## src/rtl/decoder_n_to_2n_seq.sv

```systemverilog
// Registered N-to-2^N one-hot decoder with enable, direct-load and auto-scan modes.
// Define DECODER_N_TO_2N_SEQ_ACTIVE_LOW_EN to make Y active-low (idx and wrap unaffected).
module decoder_n_to_2n_seq #(
  parameter int unsigned N  = 2,
  parameter int unsigned DW = 8
) (
  input  logic                clk,
  input  logic                rst,
  input  logic                E,
  input  logic                mode,
  input  logic                load,
  input  logic [N-1:0]        A,
  input  logic [DW-1:0]       dwell,
  output logic [(1<<N)-1:0]   Y,
  output logic [N-1:0]        idx,
  output logic                wrap
);

  localparam int unsigned L = 1 << N;

`ifdef DECODER_N_TO_2N_SEQ_ACTIVE_LOW_EN
  localparam logic [L-1:0] Y_OFF = '1;
`else
  localparam logic [L-1:0] Y_OFF = '0;
`endif

  typedef enum logic [1:0] {
    IDLE   = 2'd0,
    DIRECT = 2'd1,
    SCAN   = 2'd2
  } state_t;

  state_t         state_q, state_d;
  logic [N-1:0]   idx_q, idx_d;
  logic [DW-1:0]  dcnt_q, dcnt_d;
  logic [L-1:0]   y_q, y_d;
  logic           wrap_q, wrap_d;
  logic [N-1:0]   idx_inc;

  // Polarity is folded in here so Y leaves straight from a flop.
  function automatic logic [L-1:0] line_sel(input logic [N-1:0] i);
    logic [L-1:0] oh;
    oh    = '0;
    oh[i] = 1'b1;
    return oh ^ Y_OFF;
  endfunction

  assign idx_inc = idx_q + 1'b1;

  always_comb begin
    state_d = state_q;
    idx_d   = idx_q;
    dcnt_d  = dcnt_q;
    y_d     = y_q;
    wrap_d  = 1'b0;
    if (!E) begin
      state_d = IDLE;
      y_d     = Y_OFF;
      dcnt_d  = '0;
    end else if (!mode) begin
      state_d = DIRECT;
      idx_d   = load ? A : idx_q;
      y_d     = line_sel(idx_d);
      dcnt_d  = '0;
    end else if (state_q != SCAN) begin
      state_d = SCAN;
      y_d     = line_sel(idx_q);
      dcnt_d  = '0;
    end else if (dcnt_q >= dwell) begin
      dcnt_d  = '0;
      idx_d   = idx_inc;
      y_d     = line_sel(idx_inc);
      wrap_d  = &idx_q;
    end else begin
      dcnt_d  = dcnt_q + 1'b1;
    end
  end

  always_ff @(posedge clk or posedge rst) begin
    if (rst) begin
      state_q <= IDLE;
      idx_q   <= '0;
      dcnt_q  <= '0;
      y_q     <= Y_OFF;
      wrap_q  <= 1'b0;
    end else begin
      state_q <= state_d;
      idx_q   <= idx_d;
      dcnt_q  <= dcnt_d;
      y_q     <= y_d;
      wrap_q  <= wrap_d;
    end
  end

  assign Y    = y_q;
  assign idx  = idx_q;
  assign wrap = wrap_q;

endmodule

```

## config.mk

```make
export PLATFORM = sky130hd
export DESIGN_NAME = decoder_n_to_2n_seq
export DESIGN_NICKNAME = d
export VERILOG_FILES = /design/src/rtl/decoder_n_to_2n_seq.sv
export SDC_FILE = /design/constraint.sdc
export NUM_CORES = 1
export LEC_CHECK = 0
export BUFFER_PORTS_ARGS = -buffer_cell sky130_fd_sc_hd__buf_4
export CAP_MARGIN = 20
export CORE_MARGIN = 2
export CORE_UTILIZATION = 30
export DETAILED_ROUTE_END_ITERATION = 6
export PLACE_DENSITY_LB_ADDON = 0.25
export SETUP_SLACK_MARGIN = 0.2
export SLEW_MARGIN = 20
export SYNTH_ARGS = -nofsm -noshare
export SYNTH_HDL_FRONTEND = slang
export SYNTH_SLANG_ARGS = --single-unit
```

## constraint.sdc

```tcl
create_clock -name clk -period 3.2 [get_ports clk]
set_input_delay 0.16 -clock clk [delete_from_list [all_inputs] [get_ports clk]]
set_output_delay 0.16 -clock clk [all_outputs]
set_load 0.005 [all_outputs]
```

==> reports/results.tsv <==
stage	metric	value	unit
global_route	grt_util_all_layers	11.83	%
layout	seqCellArea	425.4	µm²
clocking	clk_latency	250	ps
logic_synthesis	yosysTopAreaCell	dfrtp_1	
pwr	leakagePower	0.7234	nW
clocking	cts.sinks	17	
global_route	grt-ovfl-total	0	
critical_path	criticalPathCategory	flip-flop to flip-flop	
timing	setup_viol	0	
pwr	p_total	508.3	µW
logic_synthesis	ys_types	29	
place	io_buffers	21	
routing	antenna_left	0	
timing	finalCritPeriodShare	72.92	%
floorplan	start_util	31.10	%
timing	worst_pin_slew	664.6	ps
layout	antennaDiodeCount	0	
logic_synthesis	yosysTopAreaCellShare	37.36	%
layout	layout_common_cells	buf_4, dfrtp_1, inv_1	
floorplan	die_y	65.61	µm
critical_path	startpoint_type	flip-flop	
logic_synthesis	postSynthAreaPerCell	9.410	µm²
floorplan	num_io_pins	22	
routing	num_vias	869	
routing	firstDrtPassIters	4	
timing	setup_ws	866.6	ps
routing	drc_errors	0	
layout	nNetsFinal	173	
place	dp_cells	188	
logic_synthesis	synth_seq_cells	17	
clocking	tritoncts.num_buffers	3	
critical_path	crit_arrival	2470	ps
floorplan	core_area	0.003661	mm²
global_route	grt_max_degree	18	
critical_path	crit_required	3340	ps
timing	holdWs	3.016	ps
global_route	grt_pass1_wl	3905	µm
timing	fmax	0.4286	GHz
layout	stdcell_count	192	
layout	multiInputGateArea	634.4	µm²
timing	rsz0062_at_grt	no	
logic_synthesis	syn_nets	149	
critical_path	critPathMaxFanout	12	
critical_path	critPathMaxStageDelay	420	ps
place	preCtsSetupSlack	850.7	ps
pwr	p_per_area	366.3	mW/mm²
pwr	ir_drop	0.2172	mV
logic_synthesis	yosysWarningCount	0	
global_route	antenna_found_initial	0	
timing	slew_headroom	55.64	%
routing	via_per_inst	4.526	
routing	routed_wl	2268	µm
layout	drive_gt1_share	25.00	%
critical_path	crit_chain	inv_1 -> ha_1 -> nand2b_4 -> a2111o_1 -> a31oi_1 -> nand3_2 -> mux2_4	
place	dp_hpwl	1782	µm
layout	final_common_cell	buf_4	
critical_path	cp-end-kind	flip-flop	
layout	fillers	368	
logic_synthesis	synth_area_leaders	dfrtp_1, ha_1, mux2_2	
global_route	grt_pass1_vias	899	
clocking	ctsResizeCount	0	
critical_path	cp_top_family	compound AO/OA/AOI/OAI gates	
floorplan	rows	22	
place	gp_congestion	0.8034	
routing	wl_per_cell	11.81	µm
critical_path	cpMaxStageDelayCell	a2111o_1	
routing	drt_iter0_markers	14	
clocking	cts_root_buf	clkbuf_8	
timing	fin_setup_tns	0	ps
timing	slew_violations	0	
hold_path	holdCritPathClass	input port to asynchronous set/reset pin	
clocking	postCtsHoldBufs	0	
clocking	path_clk_slew	70	ps
run	max_cap_violations	0	
timing	fin_crit	2333	ps
timing	hold_viol	0	
clocking	cts_setup_buffers	0	
clocking	cts_max_level	1	
timing	final.setup_skew	1.101	ps
logic_synthesis	yosysSeqAreaShare	37.36	%
layout	area_growth	21.87	%
outcome	status	completed	
clocking	cts_tree	done	
clocking	clk_path_buf_depth	2	
logic_synthesis	syn_inst	121	
floorplan	dieArea	0.004304	mm²
floorplan	die_w	65.61	µm
critical_path	crit_buf_inv	1	
logic_synthesis	synth_area	0.001139	mm²
-- per-stage QoR --
stage	utilization (%)	instance area (µm²)
finish	37.90	1388
global route	37.90	1388
CTS	37.90	1388
detailed placement	36.64	1341
global placement	36.64	1341
floorplan	-	1139
-- flip-flops by register name, summed over array words and instances (netlist names) --
register  flops
dcnt_q        8
idx           2
wrap          1
state_q       2
Y             4
-- worst reg2reg max path, delay by kind of cell (launching register included) --
kind            cells  cell delay [ps]
mux                 1              370
fa+ha+maj           1              270
compound gates      2              690
buf+inv             1               60
flops               1              410
simple gates        2              420
-- per-layer routing --
layer | wire length, µm | vias up | track usage (%) | part of all wire [%]
li1 | - | 453 | - | -
met1 | 1033 | 394 | 13.74 | 46
met2 | 1117 | 18 | 21.43 | 49
met3 | 97 | 4 | 3.082 | 4.3
met4 | 19 | 0 | 3.125 | 0.84
met5 | 0 | - | 0 | 0
-- worst paths after layout --
kind | end | cells past startpoint | startpoint | slack, ps
worst min register to register | dcnt_q[0] | 1 | dcnt_q[0] | 520
min in group clk | idx[0] | 2 | E | 110
worst min-delay path | dcnt_q[5] | 2 | rst | 3
worst max register to register | Y[0] | 7 | dcnt_q[0] | 870
max in group asynchronous | Y[2] | 2 | rst | 2770
worst max-delay path | Y[0] | 7 | dcnt_q[0] | 870
-- logic make-up (layout without fill, tap and decap cells) --
kind of cell	after synthesis	count (layout)	share of synthesized area (%)
compound gates	18	18	9.891
xor+xnor	6	6	4.615
fa+ha+maj	13	13	14.29
buf+inv	19	42	6.923
flops	17	17	37.36
mux	11	11	10.88
simple gates	37	37	16.04
-- cells in the mapped netlist --
cell type and n:
nand3_1 3, nand2b_1 1, buf_6 1, nor4b_1 1, xor2_1 4, a2111o_1 1
and2b_1 1, ha_1 13, or2_2 1, nor2_1 13, dfrtp_1 17, o21ai_0 3
a32oi_1 1, mux2_2 7, nand2b_4 1, o31ai_1 1, o22ai_1 1, a31oi_1 1
a2bb2oi_1 2, inv_1 17, clkbuf_1 1, nor3_1 4, and3_1 2, mux2i_1 3
mux2_4 1, nand3_2 1, xnor2_1 2, a21oi_1 8, nand2_1 9
-- area by class of cell --
type | instances | share of cell area (%)
inverter | 17 | 4.599
timing repair buffer | 21 | 11.36
sequential | 17 | 30.66
tap | 48 | 4.328
clock buffer | 3 | 2.976
multi-input combinational | 85 | 45.72
clock inverter | 1 | 0.3607
-- report_power, final --
part           total, mW  switching [mW]  internal (mW)
sequential         0.239          0.0130          0.226
combinational      0.109          0.0492         0.0593
clock              0.161          0.0748         0.0864
No activity file was read; power rests on OpenSTA's default activity.
